**src/rtl/irq_priority_encoder_if.sv**
```systemverilog
// Request/grant bundle shared by interrupt sources, the priority encoder and its consumer.
// The master side drives requests and acks; the encoder (slave) returns the grant.
interface irq_priority_encoder_if #(
    parameter int N_REQ = 8,
    parameter int IDX_W = 3
);
    logic             en;
    logic [N_REQ-1:0] req;
    logic             ack;
    logic [IDX_W-1:0] idx;
    logic             valid;
    logic [N_REQ-1:0] pending;

    modport master (output en, req, ack, input idx, valid, pending);
    modport slave  (input en, req, ack, output idx, valid, pending);
endinterface

```
**src/rtl/irq_priority_encoder.sv**
```systemverilog
// Edge-latched interrupt priority encoder: pending rising edges are granted highest index
// first, and each grant is held with valid=1 until the consumer acks it.
module irq_priority_encoder #(
    parameter int N_REQ = 8,
    parameter int IDX_W = 3
) (
    input logic                   clk,
    input logic                   reset_n,
    irq_priority_encoder_if.slave bus
);
    typedef enum logic {IDLE, HOLD} state_t;

    state_t           state, state_next;
    logic [N_REQ-1:0] req_d;
    logic [N_REQ-1:0] pending, pending_next;
    logic [N_REQ-1:0] rise;
    logic [N_REQ-1:0] served;
    logic [IDX_W-1:0] idx, idx_next;

    function automatic logic [IDX_W-1:0] highest_set(input logic [N_REQ-1:0] v);
        highest_set = '0;
        for (int i = 0; i < N_REQ; i++) begin
            if (v[i]) highest_set = IDX_W'(i);
        end
    endfunction

    assign rise = bus.req & ~req_d;

    always_comb begin
        // NOTE: every signal written here gets a default first, so no path can infer a latch.
        state_next = state;
        idx_next   = idx;
        served     = '0;
        case (state)
            IDLE: begin
                if (bus.en && (pending != '0)) begin
                    idx_next   = highest_set(pending);
                    state_next = HOLD;
                end
            end
            HOLD: begin
                // en is deliberately ignored here: an issued grant is never withdrawn.
                if (bus.ack) begin
                    served[idx] = 1'b1;
                    state_next  = IDLE;
                end
            end
            default: state_next = IDLE;
        endcase
        // A new edge on the bit being acked wins over the clear, so it gets regranted.
        pending_next = (pending & ~served) | (bus.en ? rise : '0);
    end

    // NOTE: flops use non-blocking assignments so every register samples pre-edge values.
    always_ff @(posedge clk or negedge reset_n) begin
        if (!reset_n) begin
            state   <= IDLE;
            idx     <= '0;
            req_d   <= '0;
            pending <= '0;
        end else begin
            state   <= state_next;
            idx     <= idx_next;
            req_d   <= bus.req;
            pending <= pending_next;
        end
    end

    assign bus.idx     = idx;
    assign bus.valid   = (state == HOLD);
    assign bus.pending = pending;
endmodule

```
**src/flat_wrapper.sv**
```systemverilog
// flat-port wrapper written by rule: the top's interface ports become plain ports
module irq_priority_encoder_flat 
#(
    parameter int N_REQ = 8,
    parameter int IDX_W = 3
)
  (clk, reset_n, bus_en, bus_req, bus_ack, bus_idx, bus_valid, bus_pending);
  irq_priority_encoder_if #(.N_REQ(N_REQ), .IDX_W(IDX_W)) bus_i ();
  input logic clk;
  input logic reset_n;
  input wire logic [$bits(bus_i.en)-1:0] bus_en;
  input wire logic [$bits(bus_i.req)-1:0] bus_req;
  input wire logic [$bits(bus_i.ack)-1:0] bus_ack;
  output wire logic [$bits(bus_i.idx)-1:0] bus_idx;
  output wire logic [$bits(bus_i.valid)-1:0] bus_valid;
  output wire logic [$bits(bus_i.pending)-1:0] bus_pending;
  assign bus_i.en = bus_en;
  assign bus_i.req = bus_req;
  assign bus_i.ack = bus_ack;
  assign bus_idx = bus_i.idx;
  assign bus_valid = bus_i.valid;
  assign bus_pending = bus_i.pending;
  irq_priority_encoder #(.N_REQ(N_REQ), .IDX_W(IDX_W)) u_core (.clk(clk), .reset_n(reset_n), .bus(bus_i));
endmodule
```
**config.mk**
```make
export PLATFORM = sky130hd
export DESIGN_NAME = irq_priority_encoder_flat
export DESIGN_NICKNAME = d
export VERILOG_FILES = /design/src/rtl/irq_priority_encoder_if.sv /design/src/rtl/irq_priority_encoder.sv /design/src/flat_wrapper.sv
export SDC_FILE = /design/constraint.sdc
export NUM_CORES = 1
export LEC_CHECK = 0
export BUFFER_PORTS_ARGS = -buffer_cell sky130_fd_sc_hd__buf_4
export CELL_PAD_IN_SITES_DETAIL_PLACEMENT = 2
export CELL_PAD_IN_SITES_GLOBAL_PLACEMENT = 2
export CORE_MARGIN = 4
export CORE_UTILIZATION = 30
export CTS_CLUSTER_DIAMETER = 120
export DETAILED_ROUTE_END_ITERATION = 12
export PLACE_DENSITY = 0.78
export SLEW_MARGIN = 20
export SYNTH_ARGS = -nofsm -noshare
export SYNTH_HDL_FRONTEND = slang
export SYNTH_SLANG_ARGS = --single-unit
```
**constraint.sdc**
```tcl
create_clock -name clk -period 1.6 [get_ports clk]
set_input_delay 0.32 -clock clk [delete_from_list [all_inputs] [get_ports clk]]
set_output_delay 0.32 -clock clk [all_outputs]
set_load 0.01 [all_outputs]
```
### After elaboration in Yosys (flattened, before gate mapping)

Cells that the tools add are included.

* magnitude comparators: 2
* muxes and demuxes: 15
* bitwise logic cells: 6
* reductions and logical operators: 4

Operator list (number)
* $mux W8: 3
* $and A8 B8 Y8: 2
* $not A8 Y8: 2
* $mux W3: 4
* $or A8 B8 Y8: 1
* $reduce_bool A8 Y1: 1
* $lt A3 B4 Y1 const B: 1
* $mux W1: 4
* $mux W2: 2
* $demux W1 S3: 1
* $ge A3 B1 Y1 const B: 1
* $logic_and A1 B1 Y1: 2
* $pmux W1 S2: 1
* $reduce_and A2 Y1: 1
* $not A1 Y1: 1

* flip-flop bits (word level): 20
* input bits: 12
* output and inout port bits: 12
* logic and storage cells: 31

### Depth between registers and ports, before layout

Gate-level depths: netlist of the first run.

* depth in word-level cells: 9
* depth in mapped cells: 5
* depth with buffers taken out: 4

### Worst setup path after synthesis of the first run

OpenSTA, ideal clock, no wires.

* path kind: flip-flop to flip-flop
* start point: reg u_core.pending[6], in the netlist u_core.bus.pending[6]
* end point: reg u_core.idx[0], in the netlist u_core.bus.idx[0]
* arrival: 1102 ps
* path slack: 434 ps
* cell stages (with the launch flop): 5
* period minus slack after synthesis: 1166 ps
* cells stage by stage: dfrtp_1 nor4_4 a21oi_2 o311ai_1 o21a_1

* longest elaborated chain between the ends: 3
* elaborated cells between the ends (all ways): 5
* those cells by class: 2 x mux; 3 x reduce/logical

RTL lines
* start: declaration: RTL line irq_priority_encoder.sv:15 `logic [N_REQ-1:0] pending, pending_next;`
* start signal: assignment: RTL line irq_priority_encoder.sv:65 `pending <= pending_next;`
* $reduce_bool A8 Y1: RTL line irq_priority_encoder.sv:36 `if (bus.en && (pending != '0)) begin`
* $logic_and A1 B1 Y1: RTL line irq_priority_encoder.sv:36
* $reduce_and A2 Y1 (no line)
* end signal: assignment: RTL line irq_priority_encoder.sv:63 `idx <= idx_next;`
* end: declaration: RTL line irq_priority_encoder.sv:18 `logic [IDX_W-1:0] idx, idx_next;`

Parallel ways exist; a longest one is shown, timed or not.
A chain may end at the register's enable or synchronous reset.

### Worst setup path in the final report of the first run

* start point: reg u_core.pending[6], in the netlist u_core.bus.pending[6]
* end point: out bus_pending[6]

RTL lines
* end: declaration: RTL line flat_wrapper.sv:16 `output wire logic [$bits(bus_i.pending)-1:0] bus_pending;`

No word-level cell between the ends.

==> results.yml, run 1 <==
outcome:
  status: "finished clean"
worst_setup_path:
  worstPathArrival_ns: 0.97
  crit_type: "reg2out"
  slowest_delay_ns: 0.49
  crit_family: "flip-flops"
  worstSetupEndpointType: "output pin"
  start_kind: "flop"
  crit_required_ns: 1.28
  path_max_fanout: 6
  cp.depth: 1
  cp_num_buf_inv: 1
  path_cells: "buf_4"
  r2r_end: "u_core.bus.idx[0]"
  worst-r2r-cell-count: 4
  r2r_start: "u_core.bus.pending[6]"
  rrSetupSlack_ns: 0.38
  slowest_stage: "dfrtp_1"
route:
  drc: 0
  num_vias: 638
  drtIter0Drc: 5
  ant_nets: 0
  totalWireLength_um: 2050
  first_pass_iters: 4
  viasPerCell: 5.06
  wire_per_inst_um: 16.3
power:
  clock_power_share: 0.204
  p_per_area_nw_per_um2: 1380
  peakVddDrop_v: 0.000711
  totalPowerFinal_uw: 1460
  switchingPower_uw: 514
  pwr-share-seq: 0.523
  p_leak_uw: 0.000459
  power_frac_comb: 0.273
  p_sw_frac: 0.353
  p_int_uw: 942
synthesis:
  ys_seq_elements: 20
  synth_seq_area_share: 0.624
  synth_fp_nets: 81
  syn_area_per_cell_um2: 11.6
  ys.warnings.count: 0
  syn_inst: 69
  syn_area_um2: 802
  yosysUniqueCellTypes: 17
cts:
  clock_sinks: 20
  clk_latency_ns: 0.30
  cts_max_level: 1
  cts_buffer_depth: 2
  clk_pin_slew_ns: 0.11
  clockRootBuffer: "clkbuf_4"
  cts_made_buffers: 3
  cts_tree: "built"
placement:
  placedCellCount: 121
  place_area_um2: 1010
  place.port_buffers: 23
  place_congestion: 0.719
  detailed_place_hpwl_um: 1480
floorplanning:
  rows: 18
  num_io_pins: 24
  initial_core_util: 0.318
  dieHeight_um: 59.7
  die_w_um: 59.7
  core-area_um2: 2520
  die_area_um2: 3560
global_routing:
  antenna_found_initial: 0
  grt_overflow: 0
  grt_pass1_wl_um: 3640
  grt_pass1_vias: 772
  grtUsageTotal: 0.139
  grt_max_degree: 21
layout:
  final_cell_mix: "23 x buf_4, 20 x dfrtp_1, 9 x nand2_1, 9 x o21ai_0, 8 x nand3b_1"
  final_area_um2: 1050
  fillers: 290
  layout_commonest_cell: "buf_4"
  multi_input_area_um2: 285
  final-instance-count-excl-fill: 126
  drive_above_1_share: 0.313
  utilization: 0.418
  areaGrowthSynthToFinish_pct: 31.4
  n_antenna_cell: 0
  nets: 109
  regArea_um2: 500
timing:
  rsz0062_at_grt: "no"
  period_minus_slack_ns: 1.29
  fin_skew_ns: 0.000329
  max_slew_margin: 0.825
  final.setup.tns_ns: 0
  hold_viol_final: 0
  worstMarginPinSlew_ns: 0.263
  fin_crit_sh: 0.806
  timing.fmax_ghz: 0.775
  drv_slew: 0
  setup_viol: 0
min_path:
  worstHoldPathCells: 1
  hold_class: "in2reg"
  holdPathEnd: "u_core.req_d[7]"
  hp-start: "bus_req[7]"
job:
  maxCapViolCount: 0
layer usage:
layer,track usage,wire length (um),vias up
met5,0,0,-
met4,0.0475,17,0
met3,0.0367,122,4
met2,0.227,1060,19
met1,0.177,845,320
li1,-,-,295
power groups by stage:
stage	Sequential (uW)	Clock, uW	Combinational (uW)
floorplan	781	0	137
global placement	760	0	390
detailed placement	770	0	401
CTS	765	314	410
global route	787	334	443
finish	761	297	397
Yosys cell counts:
cell	count	area share
nand3_1	1	0.0062
buf_2	1	0.0062
o21a_1	1	0.0094
nor4_4	2	0.053
inv_1	3	0.014
nor2_1	2	0.0094
o311ai_1	1	0.011
a21oi_1	3	0.019
o31ai_1	2	0.019
dfrtp_1	20	0.62
nand2_1	9	0.042
a21o_1	1	0.0094
o21ai_0	9	0.056
nor3_1	2	0.012
a21oi_2	1	0.011
nand3b_1	8	0.075
nand2b_1	3	0.023
worst max-delay path by stage:
stage	startpoint	end	slack, ns
after floorplan	u_core.bus.pending[6]	u_core.bus.idx[0]	0.43
after global placement	u_core.bus.valid	u_core.bus.idx[0]	0.43
after detailed placement	u_core.bus.pending[6]	u_core.bus.idx[0]	0.39
after CTS	u_core.bus.idx[1]	bus_idx[1]	0.28
after global routing	u_core.bus.idx[1]	bus_idx[1]	0.23
final	u_core.bus.pending[6]	bus_pending[6]	0.31
final cells by class:
cell class              instances  area share
inverters                       3      0.0107
multi-input cells              45       0.271
well taps                      30      0.0356
clock buffers                   4      0.0344
flip-flops and latches         20       0.475
repair buffers                 24       0.173
sequential cells by signal (all words and copies together) (netlist names):
register	count
u_core.bus.idx	3
u_core.req_d	8
u_core.bus.valid	1
u_core.bus.pending	8
through the flow:
stage / setup slack, ns / hold WS (ns)
after CTS: 0.282 / 0.110
after global placement: 0.431 / 0.214
after detailed placement: 0.392 / 0.216
final: 0.310 / 0.126
after global routing: 0.227 / 0.104
after floorplan: 0.434 / 0.0244
cell families (layout without fill, tap and decap cells):
group	after synthesis	count (layout)	synth area share
AO/OA/AOI/OAI	18	18	0.134
AND/OR/NAND/NOR	27	27	0.222
flip-flops	20	20	0.624
buffers and inverters	4	31	0.0203
repair_timing:
action | in CTS | in global routing
endpoints found under the hold margin | 20 | 0
hold buffers | 1 | 0
gates resized for setup | 0 | 0
buffers inserted | 0 | 0
Note: power is estimated with default switching activity, not from simulation.
==> run 2, diff against run 1 <==
- CORE_UTILIZATION: 30 -> 27
- PLACE_DENSITY: 0.78 -> 0.75
- clock period: 1.6 -> 1.04 ns (I/O delays scaled with it)
==> run 2 against run 1 <==
  * The flow now finishes with violations (setup timing)
  * Hold slack better by 0.13 ns
  * Total power rose by 140%
  * Clock skew grew 0.020 ns
  * Combinational power grew to 4.3 times the previous value
  * Non-clock buffer count is 41 higher
  * First-iteration DRC count increased to 2.6 times the previous value
  * Die area is 9.6% higher
  * Wire length is 98% higher
  * Via count is 32% higher
  * Design area rose by 51%
  * Critical path type is now reg2reg
==> results.yml, run 2 (synthesis gave the netlist of run 1 again) <==
timing:
  period_minus_slack_ns: 1.37
  worstMarginPinSlew_ns: 0.389
  rsz0062_at_grt: "yes"
  setup_viol: 24
  max_slew_margin: 0.736
  timing.fmax_ghz: 0.728
  drv_slew: 0
  hold_viol_final: 0
  fin_crit_sh: 1.32
  fin_skew_ns: 0.0204
  fin_ws_ns: -0.333
global_routing:
  grt_pass1_vias: 922
  grt_pass1_wl_um: 5260
  grtUsageTotal: 0.180
  antenna_found_initial: 0
  grt_max_degree: 21
  grt_overflow: 0
worst_setup_path:
  crit_type: "reg2reg"
  path_max_fanout: 3
  start_kind: "flop"
  crit_required_ns: 1.30
  worstSetupEndpointType: "flop"
  worstPathArrival_ns: 1.63
floorplanning:
  dieHeight_um: 62.5
  core-area_um2: 2810
  num_io_pins: 24
  rows: 19
  initial_core_util: 0.286
  die_w_um: 62.5
  die_area_um2: 3910
layout:
  final_cell_mix: "30 x buf_4, 24 x buf_6, 11 x dfrtp_1"
  fillers: 263
  nets: 150
  top_regs: "u_core.bus.pending (8), u_core.req_d (8), u_core.bus.idx (3)"
  final_area_um2: 1590
  drive_above_1_share: 0.606
  areaGrowthSynthToFinish_pct: 98.8
  layout_commonest_cell: "buf_4"
  final-instance-count-excl-fill: 168
  n_antenna_cell: 0
placement:
  place.port_buffers: 23
  detailed_place_hpwl_um: 1840
  place_area_um2: 1100
  place_congestion: 0.768
  placedCellCount: 134
power:
  p_per_area_nw_per_um2: 2230
  p_leak_uw: 0.000721
  peakVddDrop_v: 0.00108
route:
  wire_per_inst_um: 24.1
  drtIter0Drc: 13
  viasPerCell: 5.00
  num_vias: 840
  first_pass_iters: 4
  totalWireLength_um: 4050
  ant_nets: 0
  drc: 0
outcome:
  status: "finished, violations left"
  violations: "setup timing"
cts:
  cts_max_level: 1
  cts_tree: "built"
  cts_made_buffers: 3
  clk_pin_slew_ns: 0.13
  clk_latency_ns: 0.31
  clock_sinks: 20
  clockRootBuffer: "clkbuf_4"
  cts_buffer_depth: 2
job:
  maxCapViolCount: 0
min_path:
  hold_class: "in2reg"
[run 2: cell type report]
class	instances	area, um2	share of cell area
inverter	3	11.3	0.00706
timing repair buffer	65	626	0.392
clock buffer	3	22.5	0.0141
multi-input combinational	45	354	0.222
sequential	20	512	0.321
tap	31	38.8	0.0243
clock inverter	1	30.0	0.0188
[run 2: critical path: stages, from the launching register on]
cell and delay (ns):
dfrtp_2 0.46, buf_6 0.14, buf_4 0.14, o311ai_1 0.39, o21a_1 0.20
[run 2: final timing paths]
kind	start	cells after the start	to	slack, ns
worst max register to register	u_core.bus.pending[4]	4	u_core.bus.idx[0]	-0.33
max in group asynchronous	reset_n	2	u_core.bus.pending[5]	0.43
worst min register to register	u_core.req_d[6]	1	u_core.bus.pending[6]	0.44
worst max-delay path	u_core.bus.pending[4]	4	u_core.bus.idx[0]	-0.33
worst min-delay path	bus_ack	3	u_core.bus.valid	0.25
min in group asynchronous	reset_n	2	u_core.req_d[1]	0.34
[run 2: power breakdown]
| group | internal [uW] | switching (uW) |
|---|---|---|
| Clock | 389 | 258 |
| Combinational | 988 | 735 |
| Sequential | 951 | 240 |
| Total | 2330 | 1230 |
[run 2: layer usage]
layer  up-vias  part of all wire  global-route usage  routed length, um
met1       426              0.42               0.202               1680
met4         0             0.025              0.0716                102
met3        10             0.035              0.0432                143
met2        26              0.52               0.325               2120
li1        378                 -                   -                  -
met5         -                 0                   0                  0
[run 2: per-stage QoR]
step	hold slack (ns)	setup TNS (ns)	utilization	worst slack, ns	total power [uW]
after global routing	0.238	-5.79	0.568	-0.396	3750
after CTS	0.000371	-3.19	0.508	-0.220	3220
after global placement	0.103	-0.281	0.393	-0.0748	1950
after detailed placement	0.105	-0.926	0.393	-0.170	2010
final	0.254	-4.60	0.568	-0.333	3560
after floorplan	-0.0876	-0.232	-	-0.0933	1420
[run 2: timing repair]
item | in CTS | in global routing
gates resized for setup | 39 | 13
setup buffers | 14 | 8
endpoints found under the setup margin | 24 | 24
hold buffers | 1 | 8
endpoints found under the hold margin | 20 | 8
pin swaps | 8 | 3
